<file path="src/rtl/md_wb_pkg.sv">
// Shared types and widths for the force-cache writeback path.
// An entry carries a full particle ID plus three raw single-precision force components.
package md_wb_pkg;

    localparam int DATA_WIDTH        = 32;
    localparam int PARTICLE_ID_WIDTH = 20;
    localparam int CELL_ID_WIDTH     = 3;
    localparam int ID_WIDTH          = 3 * CELL_ID_WIDTH + PARTICLE_ID_WIDTH;

    localparam logic [CELL_ID_WIDTH-1:0] CELL_1 = 3'd1;
    localparam logic [CELL_ID_WIDTH-1:0] CELL_2 = 3'd2;
    localparam logic [CELL_ID_WIDTH-1:0] CELL_3 = 3'd3;

    typedef struct packed {
        logic [3*CELL_ID_WIDTH-1:0]   cell_id;
        logic [PARTICLE_ID_WIDTH-1:0] particle;
    } full_id_t;

    typedef struct packed {
        full_id_t              id;
        logic [DATA_WIDTH-1:0] fx;
        logic [DATA_WIDTH-1:0] fy;
        logic [DATA_WIDTH-1:0] fz;
    } wb_entry_t;

    typedef enum logic [1:0] {
        IDLE   = 2'd0,
        ACTIVE = 2'd1,
        DONE   = 2'd2
    } wb_state_e;

endpackage

</file>
<file path="src/rtl/wb_lane_fifo.sv">
// Per-accumulator lane FIFO. A push into a full FIFO only lands when a pop frees a slot on the
// same edge; otherwise the entry is dropped and the parent records the overflow.
module wb_lane_fifo
    import md_wb_pkg::*;
#(
    parameter int DEPTH = 2
) (
    input  logic      clk,
    input  logic      rst_n,
    input  logic      push_i,
    input  logic      pop_i,
    input  wb_entry_t data_i,
    output wb_entry_t data_o,
    output logic      full_o,
    output logic      empty_o
);

    localparam int AW = $clog2(DEPTH);

    wb_entry_t      mem_q [DEPTH];
    logic [AW:0]    wrPtr_q;
    logic [AW:0]    rdPtr_q;
    logic           doPush;
    logic           doPop;

    // Pointers carry one wrap bit so full and empty are distinguishable.
    assign empty_o = (wrPtr_q == rdPtr_q);
    assign full_o  = (wrPtr_q == {~rdPtr_q[AW], rdPtr_q[AW-1:0]});
    assign doPop   = pop_i & ~empty_o;
    assign doPush  = push_i & (~full_o | doPop);
    assign data_o  = mem_q[rdPtr_q[AW-1:0]];

    always_ff @(posedge clk or negedge rst_n) begin
        if (!rst_n) begin
            wrPtr_q <= '0;
            rdPtr_q <= '0;
        end else begin
            if (doPush) wrPtr_q <= wrPtr_q + 1'b1;
            if (doPop)  rdPtr_q <= rdPtr_q + 1'b1;
        end
    end

    always_ff @(posedge clk) begin
        if (doPush) mem_q[wrPtr_q[AW-1:0]] <= data_i;
    end

endmodule

</file>
<file path="src/rtl/force_wb_arbiter.sv">
// Serialises accumulated-force pulses from all accumulator lanes onto the force-cache writeback
// port through a round-robin arbiter and a registered valid/ready stage; tracks batch completion.
module force_wb_arbiter
    import md_wb_pkg::*;
#(
    parameter  int NUM_ACC      = 7,
    parameter  int FIFO_DEPTH   = 2,
    parameter  int QUIET_CYCLES = 4,
    localparam int SRC_W        = $clog2(NUM_ACC)
) (
    input  logic                          clk,
    input  logic                          rst_n,
    input  logic [NUM_ACC-1:0]            in_acc_valid,
    input  logic [NUM_ACC*ID_WIDTH-1:0]   in_acc_id,
    input  logic [NUM_ACC*DATA_WIDTH-1:0] in_acc_force_x,
    input  logic [NUM_ACC*DATA_WIDTH-1:0] in_acc_force_y,
    input  logic [NUM_ACC*DATA_WIDTH-1:0] in_acc_force_z,
    input  logic [NUM_ACC-1:0]            in_start_wb,
    output logic                          out_wb_valid,
    input  logic                          in_wb_ready,
    output logic [ID_WIDTH-1:0]           out_wb_id,
    output logic [DATA_WIDTH-1:0]         out_wb_force_x,
    output logic [DATA_WIDTH-1:0]         out_wb_force_y,
    output logic [DATA_WIDTH-1:0]         out_wb_force_z,
    output logic [SRC_W-1:0]              out_wb_src,
    output logic                          out_batch_done,
    output logic [7:0]                    out_batch_count,
    output logic [NUM_ACC-1:0]            out_overflow
);

    wb_entry_t            laneIn   [NUM_ACC];
    wb_entry_t            laneHead [NUM_ACC];
    logic [NUM_ACC-1:0]   laneFull;
    logic [NUM_ACC-1:0]   laneEmpty;
    logic [NUM_ACC-1:0]   lanePop;

    logic                 outValid_q;
    wb_entry_t            outEntry_q;
    logic [SRC_W-1:0]     outSrc_q;
    logic [SRC_W-1:0]     rrPtr_q;
    logic [NUM_ACC-1:0]   overflow_q;

    logic                 grantValid;
    logic [SRC_W-1:0]     grantIdx;
    logic [SRC_W-1:0]     nextRr;
    int                   scanLane;
    logic                 loadEn;
    logic                 doLoad;

    wb_state_e            state_q, state_d;
    logic [7:0]           count_q, count_d;
    logic [3:0]           quiet_q, quiet_d;
    logic                 startPrev_q;
    logic                 startEdge;
    logic                 quietCond;
    logic                 accept;

    for (genvar g = 0; g < NUM_ACC; g++) begin : gLane
        assign laneIn[g] = {in_acc_id[g*ID_WIDTH +: ID_WIDTH],
                            in_acc_force_x[g*DATA_WIDTH +: DATA_WIDTH],
                            in_acc_force_y[g*DATA_WIDTH +: DATA_WIDTH],
                            in_acc_force_z[g*DATA_WIDTH +: DATA_WIDTH]};

        wb_lane_fifo #(.DEPTH(FIFO_DEPTH)) uFifo (
            .clk     (clk),
            .rst_n   (rst_n),
            .push_i  (in_acc_valid[g]),
            .pop_i   (lanePop[g]),
            .data_i  (laneIn[g]),
            .data_o  (laneHead[g]),
            .full_o  (laneFull[g]),
            .empty_o (laneEmpty[g])
        );
    end

    // Scan lanes starting at the round-robin pointer; the first non-empty head wins.
    always_comb begin
        grantValid = 1'b0;
        grantIdx   = '0;
        scanLane   = 0;
        for (int k = 0; k < NUM_ACC; k++) begin
            scanLane = (int'(rrPtr_q) + k) % NUM_ACC;
            if (!grantValid && !laneEmpty[scanLane]) begin
                grantValid = 1'b1;
                grantIdx   = SRC_W'(scanLane);
            end
        end
    end

    assign loadEn = ~outValid_q | in_wb_ready;
    assign doLoad = loadEn & grantValid;
    assign nextRr = (grantIdx == SRC_W'(NUM_ACC - 1)) ? '0 : grantIdx + 1'b1;

    always_comb begin
        lanePop = '0;
        if (doLoad) lanePop[grantIdx] = 1'b1;
    end

    always_ff @(posedge clk or negedge rst_n) begin
        if (!rst_n) begin
            outValid_q <= 1'b0;
            outEntry_q <= '0;
            outSrc_q   <= '0;
            rrPtr_q    <= '0;
            overflow_q <= '0;
        end else begin
            if (loadEn) begin
                outValid_q <= grantValid;
                if (grantValid) begin
                    outEntry_q <= laneHead[grantIdx];
                    outSrc_q   <= grantIdx;
                    rrPtr_q    <= nextRr;
                end
            end
            overflow_q <= overflow_q | (in_acc_valid & laneFull & ~lanePop);
        end
    end

    assign startEdge = (|in_start_wb) & ~startPrev_q;
    assign quietCond = (&laneEmpty) & ~outValid_q & ~(|in_acc_valid);
    assign accept    = outValid_q & in_wb_ready;

    // The quiet counter is compared before it can advance, so DONE follows one cycle after it fills.
    always_comb begin
        state_d = state_q;
        count_d = count_q;
        quiet_d = quiet_q;
        unique case (state_q)
            IDLE: begin
                if (startEdge) begin
                    state_d = ACTIVE;
                    count_d = '0;
                    quiet_d = '0;
                end
            end
            ACTIVE: begin
                if (accept && count_q != 8'hFF) count_d = count_q + 8'd1;
                if (quiet_q == 4'(QUIET_CYCLES)) begin
                    state_d = DONE;
                    quiet_d = '0;
                end else if (startEdge || !quietCond) begin
                    quiet_d = '0;
                end else begin
                    quiet_d = quiet_q + 4'd1;
                end
            end
            DONE: begin
                quiet_d = '0;
                if (startEdge) begin
                    state_d = ACTIVE;
                    count_d = '0;
                end else begin
                    state_d = IDLE;
                end
            end
            default: state_d = IDLE;
        endcase
    end

    always_ff @(posedge clk or negedge rst_n) begin
        if (!rst_n) begin
            state_q     <= IDLE;
            count_q     <= '0;
            quiet_q     <= '0;
            startPrev_q <= 1'b0;
        end else begin
            state_q     <= state_d;
            count_q     <= count_d;
            quiet_q     <= quiet_d;
            startPrev_q <= |in_start_wb;
        end
    end

    assign out_wb_valid    = outValid_q;
    assign out_wb_id       = outEntry_q.id;
    assign out_wb_force_x  = outEntry_q.fx;
    assign out_wb_force_y  = outEntry_q.fy;
    assign out_wb_force_z  = outEntry_q.fz;
    assign out_wb_src      = outSrc_q;
    assign out_batch_done  = (state_q == DONE);
    assign out_batch_count = count_q;
    assign out_overflow    = overflow_q;

endmodule
</file>
<file path="config.mk">
export PLATFORM = sky130hd
export DESIGN_NAME = force_wb_arbiter
export DESIGN_NICKNAME = d
export VERILOG_FILES = /design/src/rtl/md_wb_pkg.sv /design/src/rtl/wb_lane_fifo.sv /design/src/rtl/force_wb_arbiter.sv
export SDC_FILE = /design/constraint.sdc
export NUM_CORES = 2
export LEC_CHECK = 0
export BUFFER_PORTS_ARGS = -buffer_cell sky130_fd_sc_hd__buf_2
export CAP_MARGIN = 20
export CORE_AREA = 5 5 398 400
export CTS_BUF_LIST = sky130_fd_sc_hd__clkbuf_8
export CTS_CLUSTER_SIZE = 25
export DETAILED_ROUTE_END_ITERATION = 8
export DIE_AREA = 0 0 403 405
export GPL_TIMING_DRIVEN = 0
export PLACE_DENSITY_LB_ADDON = 0.2
export SYNTH_ARGS = -nofsm -noshare
export SYNTH_HDL_FRONTEND = slang
export SYNTH_SLANG_ARGS = --single-unit
export TNS_END_PERCENT = 50
</file>
<file path="constraint.sdc">
create_clock -name clk -period 19.1 [get_ports clk]
set_input_delay 0.955 -clock clk [delete_from_list [all_inputs] [get_ports clk]]
set_output_delay 0.955 -clock clk [all_outputs]
set_load 0.005 [all_outputs]
</file>
=== Word level (Yosys, flattened, before mapping) ===
Memory sizes are Yosys's and may differ from the RTL's.
Cells that the tools add are included.

* Bits in registers: 182
* Bits in latches: 0
* Memory bits (writable): 1750
* Bits in read-only memories: 0
* Bits of input ports: 892
* Output and inout port bits: 145
* Word-level logic and storage cells: 252
* Memories: 7

{| class="wikitable"
|+ Memories
! name !! depth !! width !! rd ports !! clocked after Yosys merged registers in !! write ports !! line !! text
|-
| gLane[0].uFifo.mem_q || 2 || 125 || 1 || 0 || 1 || wb_lane_fifo.sv:20 || <nowiki>wb_entry_t mem_q [DEPTH];</nowiki>
|-
| gLane[1].uFifo.mem_q || 2 || 125 || 1 || 0 || 1 || wb_lane_fifo.sv:20 ||
|-
| gLane[2].uFifo.mem_q || 2 || 125 || 1 || 0 || 1 || wb_lane_fifo.sv:20 ||
|-
| gLane[3].uFifo.mem_q || 2 || 125 || 1 || 0 || 1 || wb_lane_fifo.sv:20 ||
|-
| gLane[4].uFifo.mem_q || 2 || 125 || 1 || 0 || 1 || wb_lane_fifo.sv:20 ||
|-
| gLane[5].uFifo.mem_q || 2 || 125 || 1 || 0 || 1 || wb_lane_fifo.sv:20 ||
|-
| +1 memories || -- || -- || -- || -- || -- || -- ||
|}

* Add/sub/neg operators: 23
* Multiply operators: 0
* Div/mod/pow operators: 7
* Order comparisons: 10
* Equality and inequality tests: 23
* Shift-type cells: 0
* Mux-type cells: 67
* Bitwise operators: 56
* Reductions and logical operators: 32

{| class="wikitable"
|+ Operators with widths
! kind !! number
|-
| binary-select mux 125 bit (select 3 bit) || 1
|-
| two-way mux 125 bit || 2
|-
| < comparator 32 x 5 -> 1 bit, second input constant || 7
|-
| remainder unit 32 x 4 -> 32 bit, second input constant || 6
|-
| two-way mux 1 bit || 37
|-
| remainder unit 4 x 4 -> 32 bit, second input constant || 1
|-
| adder 2 x 1 -> 2 bit, second input constant || 14
|-
| == test 2 bit || 14
|-
| two-way mux 3 bit || 8
|-
| NOT 1 bit || 24
|-
| binary-select mux 1 bit (select 3 bit) || 7
|-
| bitwise AND 1 bit || 19
|-
| two-way mux 8 bit || 2
|-
| case mux 8 bit (2 select lines) || 1
|-
| bitwise AND 7 bit || 2
|-
| OR reduction 7 bit || 2
|-
| adder 3 x 3 -> 4 bit, second input constant || 3
|-
| zero test 1 bit || 12
|-
| two-way mux 4 bit || 3
|-
| case mux 4 bit (3 select lines) || 1
|-
| adder 3 x 2 -> 4 bit, second input constant || 2
|-
| adder 8 x 1 -> 8 bit, second input constant || 1
|-
| logical AND 1 bit || 8
|-
| != test 8 bit, second input constant || 1
|-
| 28 further kinds || 40
|}

=== Longest topological paths before layout ===
* Word-level depth: 33
* Depth in mapped cells: 24
* Mapped depth without buffers: 18

=== Modules after synthesis ===
Synthesis repeated with hierarchy kept, for this count alone.

* Cell total of the unflattened synthesis: 4442
* Area total of the unflattened synthesis: 82107.5 µm²

{| class="wikitable"
|+ By module, submodules not included
! module !! times used !! cells each !! area an instance (µm²) !! seq. area each (µm²)
|-
| wb_lane_fifo || 7 || 418 || 9631.7 || 7607.3
|-
| force_wb_arbiter || 1 || 1516 || 14685.3 || 3853.7
|}

=== Worst setup path before layout ===
OpenSTA, ideal clock, no wires.

* Path type: reg-to-reg
* Start: register rrPtr_q[0]
* End: memory gLane[3].uFifo.mem_q[0][0] (netlist name) (enable)
* Library setup time: 0.800 ns
* Data arrival time: 14.248 ns
* Required time: 18.300 ns
* Slack: 4.052 ns
* Stages on the path, launching flop included: 22
* Path buffers: 5
* Clock period less this slack: 15.048 ns
* Path through: dfrtp_1 buf_2 inv_1 buf_2 ha_1 buf_1 clkinv_1 ha_1 ha_1 clkbuf_1 a211oi_1 nor3_1 a2bb2oi_1 or4_1 nand3_1 a22o_1 mux2_2 o32ai_1 nand2_1 buf_2 o41a_1 a21boi_0

* Cells in the longest elaborated chain, start to end: 33
* Elaborated cells on any way between the ends: 77
* Those cells by class: 6 x add/sub; 7 x div; 2 x order compare; 40 x mux; 4 x bitwise; 18 x reduce/logical

{| class="wikitable"
|+ Ends and longest elaborated chain
! what !! line !! text
|-
| start, declared || force_wb_arbiter.sv:40 || <nowiki>logic [SRC_W-1:0] rrPtr_q;</nowiki>
|-
| start signal, assigned || force_wb_arbiter.sv:112 || <nowiki>rrPtr_q <= nextRr;</nowiki>
|-
| adder 3 x 1 -> 4 bit || force_wb_arbiter.sv:82 || <nowiki>scanLane = (int'(rrPtr_q) + k) % NUM_ACC;</nowiki>
|-
| remainder unit 32 x 4 -> 32 bit || force_wb_arbiter.sv:82 ||
|-
| binary-select mux 1 bit (select 3 bit) || force_wb_arbiter.sv:83 || <nowiki>if (!grantValid && !laneEmpty[scanLane]) begin</nowiki>
|-
| two-way mux 1 bit (implied by the code) (2 in series) || force_wb_arbiter.sv:83 ||
|-
| zero test 1 bit || force_wb_arbiter.sv:83 ||
|-
| logical AND 1 bit || force_wb_arbiter.sv:83 ||
|-
| two-way mux 1 bit || force_wb_arbiter.sv:83 ||
|-
| zero test 1 bit || force_wb_arbiter.sv:83 ||
|-
| [... 16 more ...] || -- ||
|-
| two-way mux 1 bit (implied by the code) || force_wb_arbiter.sv:96 || <nowiki>if (doLoad) lanePop[grantIdx] = 1'b1;</nowiki>
|-
| demux 1 bit (select 3 bit) || force_wb_arbiter.sv:96 ||
|-
| two-way mux 7 bit * || force_wb_arbiter.sv:96 ||
|-
| bitwise AND 1 bit * || wb_lane_fifo.sv:29 || <nowiki>assign doPop = pop_i & ~empty_o;</nowiki>
|-
| OR 1 bit * || wb_lane_fifo.sv:30 || <nowiki>assign doPush = push_i & (~full_o | doPop);</nowiki>
|-
| bitwise AND 1 bit * || wb_lane_fifo.sv:30 ||
|-
| two-way mux 1 bit * || wb_lane_fifo.sv:44 || <nowiki>if (doPush) mem_q[wrPtr_q[AW-1:0]] <= data_i;</nowiki>
|-
| two-way mux 1 bit (implied by the code) * || wb_lane_fifo.sv:44 ||
|-
| end, declared || wb_lane_fifo.sv:20 ||
|}

Mark *: on every way between the ends. The rest lies on a longest branch, timed or not. The select of a mux whose other input is x is not followed.

=== Final worst setup path ===
* Start: register rrPtr_q[0]
* End: memory gLane[0].uFifo.mem_q[0][46] (netlist name) (enable)

* Cells in the longest elaborated chain, start to end: 33
* Elaborated cells on any way between the ends: 77
* Those cells by class: 6 x add/sub; 7 x div; 2 x order compare; 40 x mux; 4 x bitwise; 18 x reduce/logical

{| class="wikitable"
|+ Ends and longest elaborated chain
! what !! line
|-
| adder 3 x 1 -> 4 bit || force_wb_arbiter.sv:82
|-
| remainder unit 32 x 4 -> 32 bit || force_wb_arbiter.sv:82
|-
| binary-select mux 1 bit (select 3 bit) || force_wb_arbiter.sv:83
|-
| two-way mux 1 bit (implied by the code) (2 in series) || force_wb_arbiter.sv:83
|-
| zero test 1 bit || force_wb_arbiter.sv:83
|-
| logical AND 1 bit || force_wb_arbiter.sv:83
|-
| two-way mux 1 bit || force_wb_arbiter.sv:83
|-
| zero test 1 bit || force_wb_arbiter.sv:83
|-
| [... 16 more ...] || --
|-
| two-way mux 1 bit (implied by the code) || force_wb_arbiter.sv:96
|-
| demux 1 bit (select 3 bit) || force_wb_arbiter.sv:96
|-
| two-way mux 7 bit * || force_wb_arbiter.sv:96
|-
| bitwise AND 1 bit * || wb_lane_fifo.sv:29
|-
| OR 1 bit * || wb_lane_fifo.sv:30
|-
| bitwise AND 1 bit * || wb_lane_fifo.sv:30
|-
| two-way mux 1 bit * || wb_lane_fifo.sv:44
|-
| two-way mux 1 bit (implied by the code) * || wb_lane_fifo.sv:44
|-
| end, declared || wb_lane_fifo.sv:20
|}

Marks and branches as above.

==> summary.txt <==
Cells and area
  – NumNets Final: slightly above 7,000
  – Area growth, synth to finish: 20.87%
  – Share of cells above drive strength 1: 27.69%

Synthesis
  – Synthesis-stage register bit count: roughly 1,900
  – Yosys top cell area share: roughly two thirds
  – Netlist cell types: 84
  – Post-synthesis mux area share: about a tenth
  – Post-Synth Simple-Gate Area: under 10%
  – Post-synth top cells: edfxtp_1, mux2i_1, nand2_1
  – Seq/Total Area, Yosys: about three quarters
  – Largest family of logic cells by synthesized area: multiplexers
  – Syn Area/Cell: about 16 sq um
  – Prevailing post-synth register cell: edfxtp_1
  – Post-synth net total: 5,647
  – Cells after Synth: roughly 4,700
  – Async set or reset register ratio after synthesis: a little under a tenth
  – Synth top area cells: edfxtp_1, mux2i_1, dfrtp_1
  – Warnings, synthesis: 0
  – Adder-cell share of the synthesized area: less than 1%
  – Post-Synth XOR/XNOR Area: 0.5013%
  – Synthesized cell area: about 77,000 sq um
  – Dominant cell type by area after synthesis: edfxtp_1
  – EDFF count, synth: roughly 1,800
  – Post-synthesis compound-gate area fraction: 7.669%
  – Most common cell in the netlist: edfxtp_1

STA
  – Fin Hold WS: between 0.1 and 0.15 ns
  – Unrepaired setup endpoints after global routing: false
  – Slew @ Worst Pin: approximately 1.1 ns
  – Minimum clock period: between 8 and 9 ns
  – Share of the clock period used by the worst path: between 40% and 50%
  – Max_slew headroom: 24.10%
  – Slew Viols, Final: 0
  – Fmax: 115.1 MHz
  – Final setup vio count: 0
  – Setup tns final: 0 ns
  – Fin. Hold Viols: 0
  – Post-Route Skew: just over 0.08 ns

Placed design
  – Final GP Congestion: between 0.9 and 1
  – DPL Wire Length: a little under 200 mm
  – Port Buffer Count: 1,036

Die
  – Die footprint: ~160,000 sq um
  – IO Count: about 1,000
  – Initial core utilization: 49.62%
  – Die width: around 400 um
  – Row cnt: 145
  – Chip height: 405 um
  – Core footprint: ~150,000 sq um

Critical path
  – Worst setup EP type: register
  – Worst Reg-to-Reg Cells: 23
  – Crit Path Category: reg -> reg
  – CP startpoint: rrPtr_q[0]
  – Critical Path Sink: gLane[0].uFifo.mem_q[0][46]
  – CP max FO: 27
  – Worst Path Required: slightly below 20 ns
  – Reg2reg end: gLane[0].uFifo.mem_q[0][46]
  – Arrival time worst endpoint: roughly 9.3 ns
  – Reg2reg setup slack: between 10 and 15 ns
  – Worst setup SP type: register
  – Worst R2R Start: rrPtr_q[0]

Routing
  – Vias per cell: ~5.9
  – Vias: just over 50,000
  – Routed Antenna Nets: 0
  – First DRT Iteration DRCs: about 5,400
  – DR WL/cell: ~30 um
  – TritonRoute pass-1 iters: 6
  – DRT Wirelength: around 260 mm
  – Residual DRC: 0

GRT
  – Total Routing Usage GR: slightly above 30%
  – First-pass GRT wire length: 359.0 mm
  – Initial antenna violation count: between 200 and 250
  – Vias in the first global route: slightly above 50,000
  – Overflow after GRT: 0
  – Largest net degree at the start of global routing: 96

Clocking
  – H-tree depth: 5
  – Sink Count: 1,932
  – Clk buf depth: 4
  – Clock root buffer: clkbuf_8
  – CTS tree: done
  – TritonCTS Buffers: approximately 330
  – Worst-Skew Late Latency: 0.99 ns
  – Post-cts sizing count: 0
  – Clock slew seen by the registers of the worst setup and hold paths: ~0.070 ns

Flow run
  – Max Cap Viol: 0

Worst hold path
  – Hold depth: 1
  – Tightest Hold Check Type: in -> reg

Outcome
  – Outcome: completed
## per-stage QoR
step | std cells | instance area (sq um) | util [%] | worst slack [ns]
2_1_floorplan | 4730 | 76880 | - | 4.052
3_3_place_gp | 7824 | 84630 | 54.63 | -6.162
3_5_place_dp | 7907 | 86530 | 55.85 | 10.64
4_1_cts | 8478 | 92510 | 59.71 | 10.64
5_1_grt | 8565 | 92740 | 59.86 | 10.14
6_report | 8637 | 92920 | 59.97 | 10.41
## cell usage in the layout (no fill, tap or decap), drive strengths merged, types with 7 or more instances in the layout
cell      Yosys  final
dfrtp       182    182
a21o          9      9
nand3        24     24
buf         105   1225
diode         0    158
clkinv        1     78
clkinvlp      0      9
nand2       553    553
a21oi       156    156
o211ai      130    130
o31ai         7      7
xor2          9      9
clkbuf      184    548
edfxtp     1750   1750
o21ai        36     36
inv          28    144
and2         15     15
nand2b       17     17
nor2         32     32
ha           25     25
nor3         14     14
a211oi      127    127
nor2b       136    136
nand4         7      7
xnor2        35     35
mux2i       635    635
nor4          9      9
a32oi       125    125
o2111ai     130    130
mux2        138    138
## metal layers
layer / wire, um / global-route usage (%) / share of wire (%) / vias to the layer above
li1: - / - / - / 21690
met2: 123100 / 49.20 / 47 / 2748
met4: 14920 / 17.53 / 5.7 / 80
met1: 95250 / 37.50 / 37 / 25360
met5: 573 / 0 / 0.22 / -
met3: 26850 / 10.18 / 10 / 730
## sequential cells by signal, indices dropped and copies added (netlist names), 3 cells and up
name,cells
gLane.uFifo.rdPtr_q,14
out_overflow,7
out_wb_force_y,32
out_wb_force_z,32
out_wb_force_x,32
out_batch_count,8
gLane.uFifo.mem_q,1750
quiet_q,4
out_wb_id,29
out_wb_src,3
rrPtr_q,3
gLane.uFifo.wrPtr_q,14
## area by class of cell
cell class | instances | area [sq um]
Clock buffer | 364 | 5010
Buffer | 289 | 1189
Antenna cell | 158 | 395.4
Clock inverter | 206 | 960.9
Sequential cell | 1932 | 57100
Tap cell | 2058 | 2575
Timing Repair Buffer | 1121 | 6969
Multi-Input combinational cell | 2480 | 18610
Inverter | 29 | 108.9
Fill cell | 12080 | 62020
## logic make-up (layout without fill, tap and decap cells)
family                     count (synthesis)  after routing
muxes                                    778            778
other                                      0            158
DFF                                     1932           1932
xor gates and xnor gates                  44             44
AOI/OAI and AO/OA                        792            792
buffers and inverters                    318           2009
adders and majority gates                 25             25
and+or+nand+nor                          841            841
## timing repair
| item | in CTS | in global routing |
|---|---|---|
| hold buffers | 1 | 0 |
| buffers inserted | 0 | 0 |
| hold endpoints to repair | 75 | 0 |
## worst min path at each step
stage                              from                     endpoint  slack, ns
floorplan               out_overflow[1]              out_overflow[1]       0.45
global placement        out_overflow[4]              out_overflow[4]       0.44
detailed placement      out_overflow[4]              out_overflow[4]       0.45
CTS                  in_acc_force_y[29]  gLane[0].uFifo.mem_q[1][61]      0.008
global route        in_acc_force_x[167]  gLane[5].uFifo.mem_q[1][71]       0.04
finish                   in_acc_id[116]  gLane[4].uFifo.mem_q[1][96]       0.12
## worst max-delay path: stages, from the launching register on
cell and delay [ns]:
dfrtp_1 0.57, buf_2 0.35, inv_1 0.17, buf_2 0.25, ha_1 0.50, buf_1 0.51, clkinv_1 0.45, ha_1 0.31
ha_1 0.17, clkbuf_1 0.19, a211o_1 0.37, o21ai_0 0.17, a2bb2oi_1 0.37, xnor2_1 0.20, a21oi_1 0.29, a22o_1 0.31
mux2_2 0.37, o32ai_1 0.21, nand2_1 0.30, nor4_2 0.59, o31a_1 0.24, nor2b_4 0.84, buf_12 0.29, buf_12 0.25
Power is left out: the tool's default activity adds up to more than one toggle a clock period on the data nets, which glitch-free logic cannot reach.
